`config.mk`:
```
export PLATFORM = sky130hd
export DESIGN_NAME = zoom_lerp_stage
export DESIGN_NICKNAME = d
export VERILOG_FILES = /design/src/rtl/zoom_lerp_stage.sv
export SDC_FILE = /design/constraint.sdc
export NUM_CORES = 1
export LEC_CHECK = 0
export ABC_AREA = 1
export ABC_CLOCK_PERIOD_IN_PS = 12100
export CAP_MARGIN = 40
export CORE_UTILIZATION = 25
export CTS_CLUSTER_SIZE = 40
export DETAILED_ROUTE_END_ITERATION = 16
export PLACE_DENSITY_LB_ADDON = 0.2
export SYNTH_ARGS = -nofsm -noshare
export SYNTH_HDL_FRONTEND = slang
export SYNTH_SLANG_ARGS = --single-unit
```
`constraint.sdc`:
```
create_clock -name clk -period 12.1 [get_ports clk]
set_input_delay 3.63 -clock clk [delete_from_list [all_inputs] [get_ports clk]]
set_output_delay 3.63 -clock clk [all_outputs]
set_load 0.02 [all_outputs]
```
`src/rtl/zoom_lerp_stage.sv`:
```
// zoom_lerp_stage: bilinear-zoom interpolation, out = p0 + frac*(p1-p0)/2^FRAC_W.
// Three register stages (multiply, round/add, clamp) sharing one advance enable,
// so a downstream stall freezes the whole pipe and upstream sees in_ready low.
module zoom_lerp_stage #(
  parameter int WIDTH  = 8,
  parameter int FRAC_W = 8
) (
  input  logic              clk,
  input  logic              rst,
  input  logic              in_valid,
  output logic              in_ready,
  input  logic [WIDTH-1:0]  base_in,
  input  logic [WIDTH:0]    diff_in,
  input  logic [FRAC_W-1:0] frac_in,
  input  logic              sof_in,
  input  logic              eol_in,
  output logic              out_valid,
  input  logic              out_ready,
  output logic [WIDTH-1:0]  pix_out,
  output logic              sof_out,
  output logic              eol_out,
  output logic              sat_flag
);

  localparam int PW = WIDTH + FRAC_W;
  // Signed result width: base +/- d spans -(2^WIDTH-1) .. 2*(2^WIDTH-1)
  localparam int RW = WIDTH + 2;
  localparam logic [PW-1:0] RND = PW'(1) << (FRAC_W - 1);

  logic en;

  // Stage 1 registers
  logic              v1;
  logic [PW-1:0]     s1_prod;
  logic [WIDTH-1:0]  s1_base;
  logic              s1_sign;
  logic              s1_sof;
  logic              s1_eol;

  // Stage 2 registers
  logic              v2;
  logic [RW-1:0]     s2_r;
  logic              s2_sof;
  logic              s2_eol;

  // Combinational intermediates
  logic [PW-1:0]     mag_ext;
  logic [PW-1:0]     frac_ext;
  logic [PW-1:0]     prod_c;
  logic [PW-1:0]     rnd_sum;
  logic [WIDTH-1:0]  d_c;
  logic [RW-1:0]     r_c;
  logic              under_c;
  logic              over_c;
  logic              sat_c;
  logic [WIDTH-1:0]  pix_c;
  logic              unused_rnd_bits;

  // Bubbles move like data, so a free output slot or a consuming sink advances all stages
  assign en       = ~out_valid | out_ready;
  assign in_ready = en;

  // Magnitude-only multiply; the sign travels alongside and is applied after rounding,
  // which also makes a negative-zero difference behave as +0.
  assign mag_ext  = PW'(diff_in[WIDTH-1:0]);
  assign frac_ext = PW'(frac_in);
  assign prod_c   = mag_ext * frac_ext;

  // Stage 1: capture product and sideband
  always_ff @(posedge clk) begin
    if (rst) begin
      v1 <= 1'b0;
    end else if (en) begin
      v1      <= in_valid;
      s1_prod <= prod_c;
      s1_base <= base_in;
      s1_sign <= diff_in[WIDTH];
      s1_sof  <= sof_in;
      s1_eol  <= eol_in;
    end
  end

  // Round half-up; prod+RND cannot overflow PW bits since prod <= (2^W-1)(2^F-1)
  assign rnd_sum         = s1_prod + RND;
  assign d_c             = rnd_sum[PW-1:FRAC_W];
  assign unused_rnd_bits = ^rnd_sum[FRAC_W-1:0];

  // Apply the sign in two's complement at RW bits so under/overflow stay visible
  always_comb begin
    r_c = {2'b00, s1_base};
    if (s1_sign) begin
      r_c = r_c - {2'b00, d_c};
    end else begin
      r_c = r_c + {2'b00, d_c};
    end
  end

  // Stage 2: register the unclamped signed result
  always_ff @(posedge clk) begin
    if (rst) begin
      v2 <= 1'b0;
    end else if (en) begin
      v2     <= v1;
      s2_r   <= r_c;
      s2_sof <= s1_sof;
      s2_eol <= s1_eol;
    end
  end

  // Clamp: MSB set means negative; bit WIDTH set with MSB clear means above full scale
  always_comb begin
    under_c = s2_r[RW-1];
    over_c  = ~s2_r[RW-1] & s2_r[RW-2];
    sat_c   = under_c | over_c;
    pix_c   = s2_r[WIDTH-1:0];
    if (under_c) begin
      pix_c = '0;
    end else if (over_c) begin
      pix_c = '1;
    end
  end

  // Stage 3: output register; held while the sink stalls
  always_ff @(posedge clk) begin
    if (rst) begin
      out_valid <= 1'b0;
      pix_out   <= '0;
      sof_out   <= 1'b0;
      eol_out   <= 1'b0;
    end else if (en) begin
      out_valid <= v2;
      pix_out   <= pix_c;
      sof_out   <= s2_sof;
      eol_out   <= s2_eol;
    end
  end

  // Sticky saturation: set as a saturated beat enters the output slot, cleared when a
  // new frame is accepted; a simultaneous set takes priority.
  always_ff @(posedge clk) begin
    if (rst) begin
      sat_flag <= 1'b0;
    end else if (en & v2 & sat_c) begin
      sat_flag <= 1'b1;
    end else if (in_valid & en & sof_in) begin
      sat_flag <= 1'b0;
    end
  end

endmodule
```
==> Word level (Yosys, flattened, before mapping) <==
Cells that the tools add are included.
{ "classes": {"n_eq_ne": 0, "n_div": 0, "add_sub_neg": 3, "shift": 0, "multipliers": 1, "n_reduce_logical": 2, "mux": 5, "n_bitwise": 10, "order_cmp": 0} }
{ "ops": {"columns": ["operator", "n"], "rows": [
  ["$add 16x8->16 const B", 1],
  ["$mul 8x8->16", 1],
  ["$mux 8", 2],
  ["$mux 10", 1],
  ["$add 8x8->9", 1],
  ["$sub 8x8->9", 1],
  ["$and 1x1->1", 5],
  ["$not 1->1", 3],
  ["$mux 1", 2],
  ["$or 1x1->1", 2],
  ["$reduce_and 2->1", 1],
  ["$reduce_bool 2->1", 1]
]} }
{ "word_totals": {"ff_bits": 53, "latchBits": 0, "inputBits": 31, "out_inout_bits": 13, "mem_count": 0, "rom_bits": 0, "wordCells": 36, "mem_bits_rw": 0} }

==> Longest topological paths before layout <==
Gate-level depths: netlist of the first run.
{ "depth": {"depth_word": 6, "mapped_depth": 20, "depth_no_buf": 19} }

==> Least setup slack after synthesis of the first run <==
Ideal clock, no wire load.
{ "synth_path": {"path_kind": "input to output", "start": "in out_ready", "end": "out in_ready", "required_time_ps": 8470, "t_arrival_ps": 4115, "path_buffers": 0, "path_slack_ps": 4355, "path_stages": 2, "path_cell_list": "nor2_1 inv_1"} }
{ "synth_via": {"elab_chain_len": 1} }
{ "synth_lines": {"columns": ["item", "line_no", "source"], "rows": [
  ["start: declaration", "18", "input logic out_ready,"],
  ["$or 1x1->1", "60", "assign en = ~out_valid | out_ready;"],
  ["end: declaration", "11", "output logic in_ready,"]
]} }
Every way passes these cells.

==> Worst setup path after layout of the first run <==
Ends and elaborated chain as after synthesis.

==> reports/metrics.csv, run 1 <==
stage;metric;value;unit
timing;worst_slew_pin_slew;511.9;ps
finish;layout_common_cells;158 x nand2_1, 131 x inv_1, 50 x ha_1, 43 x clkdlybuf4s50_1, 38 x a21oi_1;
finish;layout_commonest_cell;nand2_1;
clock_network;htreeDepth;2;
timing;finalCritPeriodShare;72.66;%
clock_network;postCtsHoldBufs;0;
global_routing;grt_usage;10.71;%
finish;insertedDiodeCount;0;
clock_network;post_cts_resized;0;
worst_setup_path;crit_arrival;5160;ps
floorplan;initial_core_util;25.91;%
routing;vias_per_cell;4.207;
finish;final_cells;842;
worst_setup_path;path_max_fanout;7;
global_routing;use_met3;1.370;%
synth;synth_cell_type_count;28;
synth;ys_ff_latch;46;
floorplan;die-area;18650;µm²
global_routing;use_met2;20.19;%
global_routing;busiest_layer;met2;
global_routing;overflow;0;
synth;avgSynthCellArea;7.821;µm²
synth;ys_seq_area_share;27.41;%
synth;syn-instance-count;579;
clock_network;tritoncts;yes;
clock_network;clk_latency;280;ps
worst_setup_path;slowest_stage;clkdlybuf4s50_1;
timing;hold_viol_final;0;
global_routing;grt_pass1_vias;3609;
placed_design;dp_cells;834;
routing;wirelength;9359;µm
run;maxCapViolations;0;
pwr;p_leak;2.837;nW
placed_design;hpwlAfterDp;7805;µm
worst_setup_path;crit_top_cell;clkdlybuf4s50_1;
timing;timing.hold.ws;423.9;ps
placed_design;gp_congestion;0.8594;
floorplan;die_h;136.6;µm
synth;ys_warn_count;0;
floorplan;ios;44;
routing;dr.pass1.iters;4;
worst_setup_path;cp-start-kind;input port;
floorplan;rows;48;
worst_setup_path;path_cells;clkdlybuf4s50_1 -> nor2_1 -> inv_1 -> clkdlybuf4s50_1;
global_routing;met1_usage;12.38;%
routing;ant_nets;0;
pwr;ir_drop;0.00007110;V
routing;wl_per_cell;11.12;µm
clock_network;cts.sinks;46;
global_routing;grt_max_degree;33;
global_routing;grt_pass1_wl;15980;µm
clock_network;clk_pin_slew_worst_paths;60;ps
routing;post-route-drc-count;0;
floorplan;die_w;136.6;µm
routing;drt_iter0_drc;137;
worst_setup_path;crit_required;8470;ps
timing;max_freq;113.7;MHz
timing;timing.setup.tns;0;ps
timing;slew_headroom;65.76;%
floorplan;core_area;17480;µm²
worst_hold_path;worstHoldPathType;reg -> reg;
finish;fin_nets;734;
timing;slew_violations;0;
finish;syn2layout_area_growth;18.46;%
clock_network;cts_max_path_buffers;2;
timing;final.min_clock_period;8792;ps
worst_setup_path;crit_path_max_incr_delay;580;ps
timing;setup_viol_count_final;0;
finish;drive_gt1_share;2.755;%
global_routing;antenna_found_initial;0;
timing;final.setup_skew;4.607;ps
placed_design;portBuffers;43;
routing;vias;3542;
worst_setup_path;endpoint_kind;output port;
clock_network;cts_root_buf;clkbuf_16;
run_status;status;complete, no violations;
synth;synth_area;4528;µm²
synth;syn_nets;697;
clock_network;cts_made_buffers;5;
pwr;p_per_area;173.8;nW/µm²
worst_setup_path;critical_path_class;in -> out;
clock_network;postCtsSetupRepairBufs;0;
timing;rsz0062_at_grt;no;
-- synth_stat cells --
cell	number	share of area [%]
nor4_1	1	0.14
o211ai_1	1	0.17
nand3_1	21	2.3
a211oi_1	1	0.17
dfxtp_1	14	6.2
a21o_1	1	0.17
edfxtp_1	32	21
nor3_1	3	0.33
nand3b_1	1	0.17
o21bai_1	4	0.66
nor2_2	1	0.14
xnor2_1	5	0.97
o21a_1	1	0.17
buf_2	1	0.11
and3_1	2	0.28
nand4_1	4	0.55
fa_1	37	16
a31oi_1	1	0.14
xor2_1	8	1.5
clkbuf_1	14	1.2
ha_1	50	14
nand2_4	1	0.25
o21ai_0	23	2.5
a21oi_1	38	4.2
nor2_1	21	1.7
nand2_1	158	13
nand2_2	4	0.55
inv_1	131	11
-- flip-flops by register name, summed over array words and instances (netlist names) --
name and count:
eol_out 1, out_valid 1, pix_out 8, s1_base 8
s1_eol 1, s1_prod 9, s1_sign 1, s1_sof 1
s2_eol 1, s2_r 10, s2_sof 1, sat_flag 1
sof_out 1, v1 1, v2 1
-- logic make-up (layout without fill, tap and decap cells) --
kind of cell,after synthesis,after routing,share of synthesized area [%]
DFF,46,46,27.41
buffers and inverters,146,184,12.13
xor gates and xnor gates,13,13,2.515
AOI/OAI and AO/OA,70,70,8.207
and+or+nand+nor,217,217,19.56
adders and majority gates,87,87,30.17
-- layer usage --
metal	wire, µm	up-vias	share of wire, %
met3	190	14	2.0
met1	4267	1612	46
li1	-	1858	-
met5	0	-	0
met4	148	0	1.6
met2	4753	58	51
-- metrics by stage --
step	power, mW	setup slack (ps)	cell area (µm²)	utilization (%)
finish	0.9324	3308	5364	30.69
global route	1.040	3223	5364	30.69
CTS	0.9424	3281	5364	30.69
detailed placement	0.7880	3279	5200	29.75
global placement	0.7829	2819	5192	29.71
floorplan	0.6588	4355	4528	-
-- final cells by class --
| type | instances | area [µm²] |
|---|---|---|
| Tap cell | 225 | 281.5 |
| Clock inverter | 2 | 13.76 |
| Inverter | 131 | 491.7 |
| Timing Repair Buffer | 45 | 445.4 |
| Multi-Input combinational cell | 387 | 2740 |
| Clock buffer | 6 | 150.1 |
| Fill cell | 1863 | 12110 |
| Sequential cell | 46 | 1241 |
-- report_power, final --
| part | total [mW] | leakage, nW | internal [mW] | switching, mW |
|---|---|---|---|---|
| Sequential | 0.249 | 0.430 | 0.228 | 0.0203 |
| Clock | 0.148 | 0.0824 | 0.0894 | 0.0582 |
| Combinational | 0.536 | 2.32 | 0.207 | 0.329 |
-- critical path, delay by kind of cell --
kind	cells	cell delay, ps
buffers and inverters	3	1190
AND/OR/NAND/NOR	1	350
-- path summary, 6_finish.rpt --
kind	to	cells past startpoint	slack (ps)	start
min	s2_sof	0	420	s1_sof
max reg2reg	s2_r[7]	13	9630	s1_prod[7]
max	in_ready	4	3310	out_ready
min reg2reg	s2_sof	0	420	s1_sof
(Power assumes the default switching activity.)
==> run 2, diff against run 1 <==
- ABC_CLOCK_PERIOD_IN_PS: 12100 -> 8400
- clock period: 12.1 -> 8.4 ns (I/O delays scaled with it)
==> reports/metrics.csv, run 2 (same netlist as run 1, synthesis figures left out) <==
stage;metric;value;unit
run_status;status;complete, no violations;
finish;fin_nets;734;
timing;setup_viol_count_final;0;
worst_setup_path;cp-start-kind;input port;
clock_network;clk_latency;280;ps
timing;slew_violations;0;
global_routing;grt_max_degree;33;
routing;drt_iter0_drc;117;
finish;layout_commonest_cell;nand2_1;
global_routing;grt_usage;10.72;%
worst_setup_path;endpoint;s1_prod[15];
worst_setup_path;ff2ff_path_depth;12;
finish;largest_reg_flops;10;
timing;worst_slew_pin_slew;526.4;ps
clock_network;tritoncts;yes;
finish;layout_common_cells;158 x nand2_1, 131 x inv_1, 50 x ha_1, 43 x clkdlybuf4s50_1, 38 x a21oi_1;
clock_network;postCtsSetupRepairBufs;0;
worst_setup_path;crit_required;8450;ps
finish;insertedDiodeCount;0;
timing;slew_headroom;64.80;%
timing;max_freq;150.5;MHz
routing;drt-met1-wl;4281;µm
timing;timing.setup.tns;0;ps
clock_network;htreeDepth;2;
finish;utilization;30.81;%
routing;dr.pass1.iters;4;
run;maxCapViolations;0;
worst_setup_path;crit_start;diff_in[3];
global_routing;overflow;0;
worst_setup_path;critical_path_class;in -> reg;
placed_design;place_ws;1446;ps
placed_design;portBuffers;43;
clock_network;postCtsHoldBufs;0;
pwr;p_leak;2.845;nW
clock_network;post_cts_resized;0;
global_routing;grt_pass1_wl;16120;µm
placed_design;gp_congestion;0.8640;
routing;routed.top_layer;met4;
worst_setup_path;slowest_stage;clkdlybuf4s50_1;
routing;wl_per_cell;11.03;µm
worst_setup_path;r2r-end;s2_r[6];
pwr;ir_drop;0.0001203;V
timing;final.setup_skew;5.102;ps
global_routing;grt_pass1_vias;3696;
worst_setup_path;crit_arrival;6690;ps
worst_hold_path;worstHoldPathType;reg -> reg;
clock_network;cts.sinks;46;
routing;route.met2.wl;4713;µm
clock_network;cts_made_buffers;5;
worst_setup_path;rr_startpoint;s1_prod[7];
timing;setup_ws;1755;ps
floorplan;die-area;18650;µm²
routing;ant_nets;0;
finish;top_register;s2_r;
worst_setup_path;path_cells;clkdlybuf4s50_1 -> nand2_1 -> inv_1 -> fa_1 -> fa_1 -> fa_1 -> inv_1 -> fa_1 -> inv_1 -> ha_1 -> a21oi_1 -> o21ai_0 -> a21oi_1 -> nand2_1 -> nand2_1 -> nand2_1;
finish;syn2layout_area_growth;18.90;%
timing;final.min_clock_period;6645;ps
timing;rsz0062_at_grt;no;
placed_design;hpwlAfterDp;7752;µm
timing;timing.hold.ws;424.0;ps
worst_setup_path;crit_path_max_incr_delay;700;ps
routing;vias;3559;
pwr;p_per_area;252.2;nW/µm²
clock_network;cts_max_path_buffers;2;
floorplan;die_w;136.6;µm
routing;wirelength;9288;µm
floorplan;core_area;17480;µm²
floorplan;ios;44;
global_routing;antenna_found_initial;0;
worst_setup_path;path_max_fanout;8;
timing;hold_viol_final;0;
clock_network;cts_root_buf;clkbuf_16;
timing;finalCritPeriodShare;79.10;%
finish;reg_top3;s2_r x10, s1_prod x9;
worst_setup_path;endpoint_kind;flop;
floorplan;initial_core_util;25.91;%
floorplan;rows;48;
floorplan;die_h;136.6;µm
routing;vias_per_cell;4.227;
worst_setup_path;r2r_setup_slack;5960;ps
clock_network;clk_pin_slew_worst_paths;60;ps
finish;drive_gt1_share;2.755;%
routing;post-route-drc-count;0;
routing;met3_length;176;µm
-- run 2: final cells by class --
cell class | count | area, µm²
Clock buffer | 7 | 175.2
Clock inverter | 1 | 8.758
Inverter | 131 | 491.7
Tap cell | 225 | 281.5
Timing Repair Buffer | 45 | 445.4
Fill cell | 1864 | 12090
Multi-Input combinational cell | 387 | 2740
Sequential cell | 46 | 1241
-- run 2: worst min path at each step --
stage,start,cells after the start,endpoint,slack (ps)
2_1_floorplan,s1_eol,0,s2_eol,400
3_3_place_gp,s1_eol,0,s2_eol,400
3_5_place_dp,s1_eol,0,s2_eol,410
4_1_cts,s1_eol,0,s2_eol,420
5_1_grt,s1_eol,0,s2_eol,430
6_report,s1_eol,0,s2_eol,420
-- run 2: routing by layer --
metal,GRT usage [%],up-vias
li1,-,1856
met1,12.25,1641
met2,20.56,52
met3,1.222,10
met4,3.272,0
met5,0,-
-- run 2: critical path, delay by kind of cell --
family                     cells  cell delay [ps]
adders and majority gates      5             2370
and+or+nand+nor                4              250
buffers and inverters          4              870
AOI/OAI and AO/OA              3              660
-- run 2: where the power goes --
part	switching (mW)	internal [mW]
logic	0.473	0.297
clock network	0.0829	0.147
registers	0.0293	0.329
-- run 2: per-stage QoR --
stage                     area (µm²)  std cells  power [mW]
after floorplan                 4528        579      0.9490
after global placement          5200        834       1.136
after detailed placement        5200        834       1.135
after CTS                       5384        842       1.374
after global routing            5384        842       1.520
final                           5384        842       1.358
